`src/rtl/bsg_n_to_1_tagged_rr.sv`:
```
// bsg_n_to_1_tagged_rr: round-robin merge of num_in_p valid/yumi channels into one tagged valid/ready stream
// Ports: clk_i, reset_n_i (async, active-low); v_i/data_i per-channel request and payload, yumi_o per-channel
//   consume (one-hot or zero); v_o/data_o/tag_o/ready_i output stream, tag_o = source channel of head beat.
// Optional: define BSG_N_TO_1_TAGGED_LOCK_EN to add last_i and hold the grant on a channel until its last beat.
module bsg_n_to_1_tagged_rr #(
  parameter int num_in_p = 32,
  parameter int width_p = 8,
  localparam int tag_width_lp = $clog2(num_in_p)
) (
  input  logic                        clk_i,
  input  logic                        reset_n_i,
  input  logic [num_in_p-1:0]         v_i,
  input  logic [num_in_p*width_p-1:0] data_i,
`ifdef BSG_N_TO_1_TAGGED_LOCK_EN
  input  logic [num_in_p-1:0]         last_i,
`endif
  output logic [num_in_p-1:0]         yumi_o,
  output logic                        v_o,
  output logic [width_p-1:0]          data_o,
  output logic [tag_width_lp-1:0]     tag_o,
  input  logic                        ready_i
);
  typedef logic [tag_width_lp-1:0] tag_t;
  localparam logic [num_in_p-1:0] one_lp = 1;
  tag_t ptr_q, ptr_d, gnt, nxt;
  logic [num_in_p-1:0] v_eff;
  logic [1:0] cnt_q, cnt_d;
  logic rd_q, wr_q, enq, deq;
  logic [tag_width_lp+width_p-1:0] mem_q [2];
  function automatic tag_t wrap(input int i);
    return tag_t'(i % num_in_p);
  endfunction
  // Descending scan so the first valid channel at or after the pointer wins.
  always_comb begin
    gnt = '0;
    for (int i = num_in_p - 1; i >= 0; i--)
      if (v_eff[wrap(int'(ptr_q) + i)]) gnt = wrap(int'(ptr_q) + i);
  end
  // Held in reset so no upstream beat is consumed while the buffer is being cleared.
  assign enq = reset_n_i && |v_eff && cnt_q != 2'd2;
  assign deq = v_o & ready_i;
  assign yumi_o = enq ? one_lp << gnt : '0;
  assign nxt = (gnt == tag_t'(num_in_p - 1)) ? '0 : gnt + 1'b1;
  assign cnt_d = cnt_q + {1'b0, enq} - {1'b0, deq};
  assign v_o = cnt_q != 2'd0;
  assign {tag_o, data_o} = mem_q[rd_q];
`ifdef BSG_N_TO_1_TAGGED_LOCK_EN
  logic lock_q, lock_d;
  tag_t lock_ch_q, lock_ch_d;
  assign v_eff = lock_q ? v_i & (one_lp << lock_ch_q) : v_i;
  always_comb begin
    lock_d = lock_q;
    lock_ch_d = lock_ch_q;
    ptr_d = ptr_q;
    if (enq) begin
      lock_d = !last_i[gnt];
      lock_ch_d = gnt;
      ptr_d = last_i[gnt] ? nxt : ptr_q;
    end
  end
  always_ff @(posedge clk_i or negedge reset_n_i)
    if (!reset_n_i) begin
      lock_q <= 1'b0;
      lock_ch_q <= '0;
    end else begin
      lock_q <= lock_d;
      lock_ch_q <= lock_ch_d;
    end
`else
  assign v_eff = v_i;
  assign ptr_d = enq ? nxt : ptr_q;
`endif
  always_ff @(posedge clk_i or negedge reset_n_i)
    if (!reset_n_i) begin
      ptr_q <= '0;
      cnt_q <= '0;
      rd_q <= 1'b0;
      wr_q <= 1'b0;
      mem_q <= '{default: '0};
    end else begin
      ptr_q <= ptr_d;
      cnt_q <= cnt_d;
      if (enq) begin
        mem_q[wr_q] <= {gnt, data_i[gnt*width_p +: width_p]};
        wr_q <= ~wr_q;
      end
      if (deq) rd_q <= ~rd_q;
    end
endmodule

```
`config.mk`:
```
export PLATFORM = sky130hd
export DESIGN_NAME = bsg_n_to_1_tagged_rr
export DESIGN_NICKNAME = d
export VERILOG_FILES = /design/src/rtl/bsg_n_to_1_tagged_rr.sv
export SDC_FILE = /design/constraint.sdc
export NUM_CORES = 1
export LEC_CHECK = 0
export ABC_AREA = 1
export ABC_CLOCK_PERIOD_IN_PS = 15200
export CAP_MARGIN = 20
export CORE_MARGIN = 1
export CORE_UTILIZATION = 45
export CTS_CLUSTER_SIZE = 40
export DETAILED_ROUTE_END_ITERATION = 8
export HOLD_SLACK_MARGIN = 0.06
export PLACE_DENSITY_LB_ADDON = 0.3
export SETUP_SLACK_MARGIN = 0.15
export SYNTH_ARGS = -nofsm -noshare
export SYNTH_HDL_FRONTEND = slang
export SYNTH_SLANG_ARGS = --single-unit
```
`constraint.sdc`:
```
create_clock -name clk_i -period 15.2 [get_ports clk_i]
set_input_delay 1.52 -clock clk_i [delete_from_list [all_inputs] [get_ports clk_i]]
set_output_delay 1.52 -clock clk_i [all_outputs]
set_load 0.03 [all_outputs]
```
==> results of run 1 <==
## metrics by stage
stage,utilization,setup slack (ps),hold slack [ps]
floorplan,-,8470,449
global route,0.634,5250,516
finish,0.634,5630,480
global placement,0.624,6300,463
detailed placement,0.624,6270,466
CTS,0.632,5930,483
## area by class of cell
type | instances | area [um2]
diodes | 1 | 2.50
clock inverters | 3 | 43.8
multi-input cells | 1572 | 7110
flip-flops and latches | 35 | 876
well taps | 265 | 332
fillers | 1958 | 7100
repair buffers | 350 | 3480
inverters | 87 | 327
clock buffers | 5 | 125
## registers in the layout, indices dropped and copies added (netlist names)
signal  flops
mem_q      26
ptr_q       5
cnt_q       2
rd_q        1
wr_q        1
## metal layers
metal | global-route usage | vias up
li1 | - | 6393
met4 | 0.270 | 2
met3 | 0.0757 | 178
met2 | 0.686 | 779
met5 | 0 | -
met1 | 0.473 | 5879
## cell usage in the layout, fill, tap and decap left out, types with 2 or more instances in the layout
master             n
a21oi_4            2
o21ai_1           10
xor2_2             2
nand2_1          842
a21oi_1          105
o21a_1             4
dfrtp_1           35
nand2_4            3
nand4_1            3
buf_4             13
ha_1              18
xor2_1            13
or2_2              4
nand3_1          437
xnor2_1            2
clkbuf_16          5
inv_2             16
o21ai_0           28
nor2_1            61
inv_1             70
a31oi_1           11
nor4_1             8
nor2_4             3
nand2_2            4
clkdlybuf4s50_1  335
o22ai_1            4
## path summary, 6_finish.rpt
check,startpoint,endpoint
max in group asynchronous,reset_n_i,mem_q[7]$_DFFE_PN0P_
hold / removal,mem_q[16]$_DFFE_PN0P_,mem_q[16]$_DFFE_PN0P_
hold reg to reg,mem_q[16]$_DFFE_PN0P_,mem_q[16]$_DFFE_PN0P_
min in group asynchronous,reset_n_i,mem_q[25]$_DFFE_PN0P_
setup / recovery,ptr_q[1]$_DFFE_PN0P_,yumi_o[29]
setup reg to reg,ptr_q[1]$_DFFE_PN0P_,mem_q[13]$_DFFE_PN0P_
## tightest hold or removal path, delay by kind of cell, from the launching register on
kind	cells	cell delay [ps]
flip-flops	1	340
AND/OR/NAND/NOR	2	100
## cell families (layout without fill, tap and decap cells)
| kind of cell | count (synthesis) | after routing |
|---|---|---|
| other cells | 0 | 1 |
| simple gates | 1367 | 1367 |
| compound gates | 168 | 168 |
| xor+xnor | 18 | 18 |
| fa+ha+maj | 18 | 18 |
| flops | 35 | 35 |
| mux | 1 | 1 |
| buf+inv | 196 | 445 |
==> summary.txt, run 1 <==
Post-synthesis simple-gate area fraction - 0.648
Clk_lat worst skew - 300 ps
DR WL met2 - 20100 um
CTS Buf Count - 5
Min-Delay Path Class - reg2reg
WL final - 42500 um
Seq/Total Area, Yosys - 0.0985
Post-Synth XOR/XNOR Area - 0.0203
Maxcap violations - 0
Layout cells sized above 1 - 0.0297
CTS tree - built
Relative slew slack - 0.352
Final-report hold violation count - 0
Compound-Gate Fraction of Synth Area - 0.101
Setup crit start kind - flop
Netlist cell types - 38
Syn_nets - 2112
Maximum fanout along the worst path - 70
Initial Utilization - 0.458
RSZ-0062 raised after global routing - false
Slew Limit Fails - 0
Initial antenna violation count - 2
Top cell family by delay on the critical path - buffers and inverters
CTS resizes - 0
Post-synthesis async set-or-reset flop share - 1.00
Area grow syn2layout - 38.2%
WP data arrival - 8050 ps
Setup CP Type - reg2out
Min Tclk post-route - 9570 ps
Post-DP HPWL - 33600 um
Post-route cell area - 12300 um2
First-pass detailed-route iteration total - 8
EDFF count, synth - 0
Drt via density - 5.71
Post-Syn Area - 8890 um2
WHS Path Cells - 2
Top cells by area, synth - nand2_1, nand3_1, dfrtp_1, a21oi_1, inv_1
WL met3 - 3680 um
Mux share of post-synthesis cell area - 0.00113
DIE HEIGHT - 143 um
Die area - 20300 um2
Stages on worst setup path - 46
Slew @ Worst Pin - 971 ps
Syn_area_per_cell - 4.93 um2
Dpl cells - 2308
Synth top cells by count - nand2_1, nand3_1, a21oi_1, inv_1, nor2_1
ANT nets after route - 0
Pin count of the biggest net entering global routing - 104
CTS max path bufs - 2
GRT Resource Usage Total - 0.408
First-pass GRT wire length - 63600 um
Synth Instances - 1803
Initial DRC count - 1229
R2R depth - 49
Most area-hungry cell type in the Yosys netlist - nand2_1
Clock Skews - 10.9 ps
DRC errors left - 0
Rows - 51
Tcrit/Tclk final - 0.630
Net count reported at finish - 2360
Routed WL per cell - 18.3 um
Post-CTS Setup Bufs - 0
Synth Warn # - 0
Most used cell, CP - nand2_1
Dpl cell area - 12100 um2
Status - completed
Die width - 143 um
Critical Path Sink Type - output pin
# hold bufs at CTS - 0
R2r setup slk - 7280 ps
Num ports - 337
CTS clk-pin slew, worst paths - 70 ps
CORE AREA - 19400 um2
Total number of vias - 13231
Max Fclk - 104 MHz
Top layer in use - met5
Setup TNS - 0 ps
H-tree depth - 2
Area share of the largest cell type after synthesis - 0.356
Final Non-Filler Cells - 2318
DRT met1 WL - 15700 um
Setup violators final - 0
Max stage delay on crit path - 810 ps
Most common flop cell mapped by yosys - dfrtp_1
CTS Sinks - 35
Largest family of logic cells by synthesized area - simple AND/OR/NAND/NOR gates
Synth Area in Adders - 0.0253
CTS Root Cell - clkbuf_16
Buffers on Ports - 336
Cell at the slowest stage of the critical path - ha_1
Total grt overflow - 0
Crit path buffers/inverters - 9
Gpl congestion - 1.05
Count leader, synth - nand2_1
Flop and latch count out of synthesis - 35
Vias in the first global route - 11785
Critical Path RT - 13680 ps
Power of run 1 is left out: the tool's default activity adds up to more than one toggle a clock period on the data nets, which glitch-free logic cannot reach.
==> inputs of run 2 (changes only) <==
--- a/config.mk
+++ b/config.mk
@@ -6,10 +6,10 @@
 export NUM_CORES = 1
 export LEC_CHECK = 0
 export ABC_AREA = 1
-export ABC_CLOCK_PERIOD_IN_PS = 15200
+export ABC_CLOCK_PERIOD_IN_PS = 7780
 export CAP_MARGIN = 20
 export CORE_MARGIN = 1
-export CORE_UTILIZATION = 45
+export CORE_UTILIZATION = 42
 export CTS_CLUSTER_SIZE = 40
 export DETAILED_ROUTE_END_ITERATION = 8
 export HOLD_SLACK_MARGIN = 0.06
==> constraint.sdc (replaced) <==
create_clock -name clk_i -period 7.78 [get_ports clk_i]
set_input_delay 0.778 -clock clk_i [delete_from_list [all_inputs] [get_ports clk_i]]
set_output_delay 0.778 -clock clk_i [all_outputs]
set_load 0.03 [all_outputs]
==> summary.txt, run 2 (same netlist as run 1, synthesis figures left out) <==
Total grt overflow - 0 (unchanged)
Total number of vias - 13328 (+0.73%)
Hold Path Sink - mem_q[17]$_DFFE_PN0P_
Post-DP HPWL - 34600 um (+3.0%)
CTS Sinks - 35 (unchanged)
Setup TNS - 0 ps (unchanged)
Post-CTS Setup Bufs - 0 (unchanged)
HP Start - mem_q[17]$_DFFE_PN0P_
GRT Resource Usage Total - 0.388 (-0.0207)
Top layer in use - met4
Slew @ Worst Pin - 1040 ps (+65.4 ps)
Min Tclk post-route - 6590 ps
DR WL met2 - 20100 um (about the same)
Regs by FF count - mem_q: 26 flops, ptr_q: 5 flops, cnt_q: 2 flops
DRT met1 WL - 16900 um (+7.7%)
Gpl congestion - 1.11 (+6.3%)
Clk_lat worst skew - 280 ps (-20 ps)
Relative slew slack - 0.309 (-0.0436)
Num ports - 337 (unchanged)
CTS max path bufs - 2 (unchanged)
Initial DRC count - 1350 (+9.8%)
Max Fclk - 152 MHz
Critical Path Sink Type - output pin
Top cell family by delay on the critical path - simple AND/OR/NAND/NOR gates
R2r endpoint - mem_q[13]$_DFFE_PN0P_
Min-Delay Path Class - reg2reg
Clock Skews - 4.74 ps (-6.15 ps)
Tcrit/Tclk final - 0.847
Critical Path RT - 7000 ps (-6680 ps)
Initial antenna violation count - 0 (-2)
Most used cell, CP - nand2_1
Commonest non-fill, non-tap cell in the layout - nand2_1
Die area - 21800 um2 (+7.0%)
First-pass GRT wire length - 65900 um (+3.6%)
Pin count of the biggest net entering global routing - 113 (+8.7%)
Layout Utilization - 0.600 (-0.0341)
WP data arrival - 5810 ps (-2240 ps)
Maximum fanout along the worst path - 14 (-80%)
H-tree depth - 2 (unchanged)
Setup CP Type - reg2out
RSZ-0062 raised after global routing - false
ANT nets after route - 0 (unchanged)
Die width - 148 um (+3.5%)
Most frequent cells in the layout - nand2_1, nand3_1, clkdlybuf4s50_1
CTS Root Cell - clkbuf_16
Drt via density - 5.71 (about the same)
CTS Buf Count - 5 (unchanged)
Largest Register - mem_q
WHS Path Cells - 2 (unchanged)
CTS clk-pin slew, worst paths - 60 ps (about the same)
WL met3 - 4310 um (+17%)
Cell at the slowest stage of the critical path - a31oi_1
# hold bufs at CTS - 0 (unchanged)
Slew Limit Fails - 0 (unchanged)
Buffers on Ports - 336 (unchanged)
CORE AREA - 20500 um2 (+5.7%)
Final-report hold violation count - 0 (unchanged)
Rows - 52 (+2.0%)
Maxcap violations - 0 (unchanged)
Routed WL per cell - 18.6 um (+1.7%)
First-pass detailed-route iteration total - 9 (+1)
Max reg flops - 26 (unchanged)
R2R depth - 45 (-8.2%)
Net count reported at finish - 2371 (+0.47%)
Initial Utilization - 0.434 (-0.0245)
Area grow syn2layout - 38.2% (about the same)
Crit path buffers/inverters - 5 (-4)
R2r setup slk - 1490 ps (-5790 ps)
Vias in the first global route - 12060 (+2.3%)
Worst R2R Start - ptr_q[1]$_DFFE_PN0P_
Status - completed
Max stage delay on crit path - 450 ps (-360 ps)
DRC errors left - 0 (unchanged)
WL final - 43500 um (+2.3%)
DIE HEIGHT - 148 um (+3.5%)
Setup violators final - 0 (unchanged)
CTS resizes - 0 (unchanged)
# diodes - 0 (-1)
Setup crit start kind - flop
Layout cells sized above 1 - 0.0499 (+0.0202)
CTS tree - built
run 2: area by class of cell:
cell class | instances | area [um2]
clock buffers | 5 | 125
clock inverters | 3 | 23.8
fillers | 2137 | 8200
inverters | 87 | 327
multi-input cells | 1572 | 7110
flip-flops and latches | 35 | 876
well taps | 270 | 338
repair buffers | 361 | 3500
run 2: metrics by stage:
step	hold WS [ps]	std cells	area [um2]	setup WS, ps
2_1_floorplan	449	1803	8890	1790
3_3_place_gp	464	2325	12100	1630
3_5_place_dp	466	2325	12100	1680
4_1_cts	483	2333	12300	1350
5_1_grt	503	2333	12300	596
6_report	485	2333	12300	1190
run 2: worst min-delay path, cell delays in order, from the launching register on:
cell and delay [ps]:
dfrtp_1 350, nand2_1 60, nand2_1 50
run 2: worst max path at each step:
stage,startpoint,endpoint,slack [ps],cells after the start
2_1_floorplan,ptr_q[0]$_DFFE_PN0P_,yumi_o[13],1790,50
3_3_place_gp,ptr_q[1]$_DFFE_PN0P_,yumi_o[10],1630,43
3_5_place_dp,ptr_q[1]$_DFFE_PN0P_,yumi_o[29],1680,43
4_1_cts,ptr_q[1]$_DFFE_PN0P_,yumi_o[29],1350,43
5_1_grt,ptr_q[1]$_DFFE_PN0P_,yumi_o[16],600,51
6_report,ptr_q[1]$_DFFE_PN0P_,yumi_o[29],1190,43
run 2: routing by layer:
layer,global-route usage,up-vias
li1,-,6420
met1,0.498,5983
met2,0.641,814
met3,0.0571,111
met4,0.174,0
met5,0,-
Power of run 2 is left out for the same reason.
==> inputs of run 3 (changes only) <==
--- a/config.mk
+++ b/config.mk
@@ -6,7 +6,7 @@
 export NUM_CORES = 1
 export LEC_CHECK = 0
 export ABC_AREA = 1
-export ABC_CLOCK_PERIOD_IN_PS = 7780
+export ABC_CLOCK_PERIOD_IN_PS = 5290
 export CAP_MARGIN = 20
 export CORE_MARGIN = 1
 export CORE_UTILIZATION = 42
==> constraint.sdc (replaced) <==
create_clock -name clk_i -period 5.29 [get_ports clk_i]
set_input_delay 0.529 -clock clk_i [delete_from_list [all_inputs] [get_ports clk_i]]
set_output_delay 0.529 -clock clk_i [all_outputs]
set_load 0.03 [all_outputs]
==> summary.txt, run 3 (same netlist as run 1, synthesis figures left out) <==
Crit path buffers/inverters - 6 (+1)
CTS Root Cell - clkbuf_16
# hold bufs at CTS - 0 (unchanged)
Final setup margin - -284 ps (-1470 ps)
CTS Buf Count - 5 (unchanged)
Setup TNS - -7190 ps (-7190 ps)
Pin count of the biggest net entering global routing - 65 (-42%)
Die width - 148 um (unchanged)
Setup crit start kind - flop
Maxcap violations - 0 (unchanged)
Relative slew slack - 0.221 (-0.0877)
ANT nets after route - 0 (unchanged)
Initial DRC count - 1931 (+43%)
Largest Register - mem_q
Total grt overflow - 0 (unchanged)
Top cell family by delay on the critical path - simple AND/OR/NAND/NOR gates
Slew Limit Fails - 0 (unchanged)
Routed WL per cell - 21.9 um (+17%)
Violated checks - setup timing
Setup CP Type - reg2reg
Multi-input combinational cell area - 8370 um2 (+18%)
Vias in the first global route - 13499 (+12%)
First-pass detailed-route iteration total - 7 (-2)
Min Tclk post-route - 5570 ps
Most frequent cells in the layout - nand2_1, nand3_1, clkdlybuf4s50_1
GRT Resource Usage Total - 0.435 (+0.0471)
CORE AREA - 20500 um2 (unchanged)
CTS clk-pin slew, worst paths - 60 ps (about the same)
Initial Utilization - 0.434 (unchanged)
Die area - 21800 um2 (unchanged)
Clk_lat worst skew - 280 ps (about the same)
Critical Path RT - 5450 ps (-1550 ps)
Clock Skews - 1.46 ps (-3.28 ps)
Most used cell, CP - nand2_1
Maximum fanout along the worst path - 17 (+3)
FF+latch area - 880 um2 (+0.43%)
Max Fclk - 179 MHz
Gpl congestion - 1.02 (-8.0%)
Worst R2R Start - ptr_q[1]$_DFFE_PN0P_
Status - finished, violations left
WL final - 54300 um (+25%)
Initial antenna violation count - 2 (+2)
Drt via density - 6.09 (+6.7%)
Max stage delay on crit path - 470 ps (+20 ps)
Num ports - 337 (unchanged)
HP Start - mem_q[18]$_DFFE_PN0P_
Hold Path Sink - mem_q[18]$_DFFE_PN0P_
Critical Path Sink Type - flop
Rows - 52 (unchanged)
Setup violators final - 39 (+39)
Cell at the slowest stage of the critical path - dfrtp_2
First-pass GRT wire length - 73600 um (+12%)
R2r setup slk - -280 ps (-1770 ps)
Slew @ Worst Pin - 1160 ps (+119 ps)
WHS Path Cells - 2 (unchanged)
Layout filler cell count - 1577 (-26%)
Post-DP HPWL - 37200 um (+7.7%)
R2r endpoint - mem_q[20]$_DFFE_PN0P_
CTS Sinks - 35 (unchanged)
Area grow syn2layout - 73.3%
Layout cells sized above 1 - 0.212 (+0.162)
Commonest non-fill, non-tap cell in the layout - nand2_1
Final-report hold violation count - 0 (unchanged)
R2R depth - 46 (+2.2%)
Tcrit/Tclk final - 1.05
Total number of vias - 15148 (+14%)
Buffers on Ports - 336 (unchanged)
Regs by FF count - mem_q: 26 flops, ptr_q: 5 flops, cnt_q: 2 flops
Min-Delay Path Class - reg2reg
Max reg flops - 26 (unchanged)
CTS tree - built
H-tree depth - 2 (unchanged)
Net count reported at finish - 2523 (+6.4%)
RSZ-0062 raised after global routing - true
DIE HEIGHT - 148 um (unchanged)
DRC errors left - 0 (unchanged)
CTS max path bufs - 2 (unchanged)
WP data arrival - 5730 ps (-80 ps)
## run 3: cell count changes in the layout (fill, tap and decap cells not counted), sizes merged
cell      previous run  this run
clkinv               1         2
buf                 57       199
clkinvlp             2         4
bufbuf               0         1
clkbuf               5        16
inv                 87        82
diode                0         1
## run 3: worst max-delay path by stage
stage / from / to / slack (ps) / cells after the start
2_1_floorplan: ptr_q[0]$_DFFE_PN0P_ / yumi_o[23] / 120 / 53
3_3_place_gp: v_i[3] / yumi_o[3] / 9 / 40
3_5_place_dp: v_i[3] / mem_q[1]$_DFFE_PN0P_ / -80 / 43
4_1_cts: ptr_q[1]$_DFFE_PN0P_ / yumi_o[5] / 130 / 43
5_1_grt: ptr_q[1]$_DFFE_PN0P_ / yumi_o[14] / -560 / 45
6_report: ptr_q[1]$_DFFE_PN0P_ / mem_q[20]$_DFFE_PN0P_ / -280 / 46
## run 3: metal layers
layer | track usage | wire length [um] | part of all wire
met1 | 0.491 | 17800 | 0.33
met2 | 0.733 | 24900 | 0.46
met3 | 0.0765 | 6360 | 0.12
met4 | 0.326 | 5280 | 0.097
met5 | 0 | 13 | 0.00024
## run 3: repair_timing
| item | CTS | global route |
|---|---|---|
| endpoints found under the hold margin | 0 | 0 |
| resized for setup | 153 | 166 |
| setup endpoints to repair | 48 | 53 |
| pin swaps | 37 | 45 |
| cloned | 2 | 12 |
| setup buffers | 27 | 23 |
## run 3: layout make-up
cell class,instances,area share
multi-input cells,1572,0.543
well taps,270,0.0219
clock buffers,8,0.0101
repair buffers,512,0.343
diodes,1,0.000162
repair inverters,1,0.000487
flip-flops and latches,35,0.0571
inverters,87,0.0245
## run 3: worst register-to-register path, delay by kind of cell (launching register included)
kind                     cells  cell delay [ps]
AND/OR/NAND/NOR             35             3260
buffers and inverters        6              970
flip-flops                   1              470
AO/OA/AOI/OAI                3              380
XOR/XNOR                     1              210
adder cells (fa/ha/maj)      1              170
## run 3: per-stage QoR
step	setup slack [ps]	cells	hold WS, ps	utilization	instance area [um2]
4_1_cts	127	2450	481	0.698	14300
3_3_place_gp	8.57	2413	463	0.644	13200
5_1_grt	-565	2486	499	0.752	15400
6_report	-284	2486	485	0.752	15400
2_1_floorplan	123	1803	233	-	9270
3_5_place_dp	-79.7	2413	465	0.644	13200
Power of run 3 is left out for the same reason.
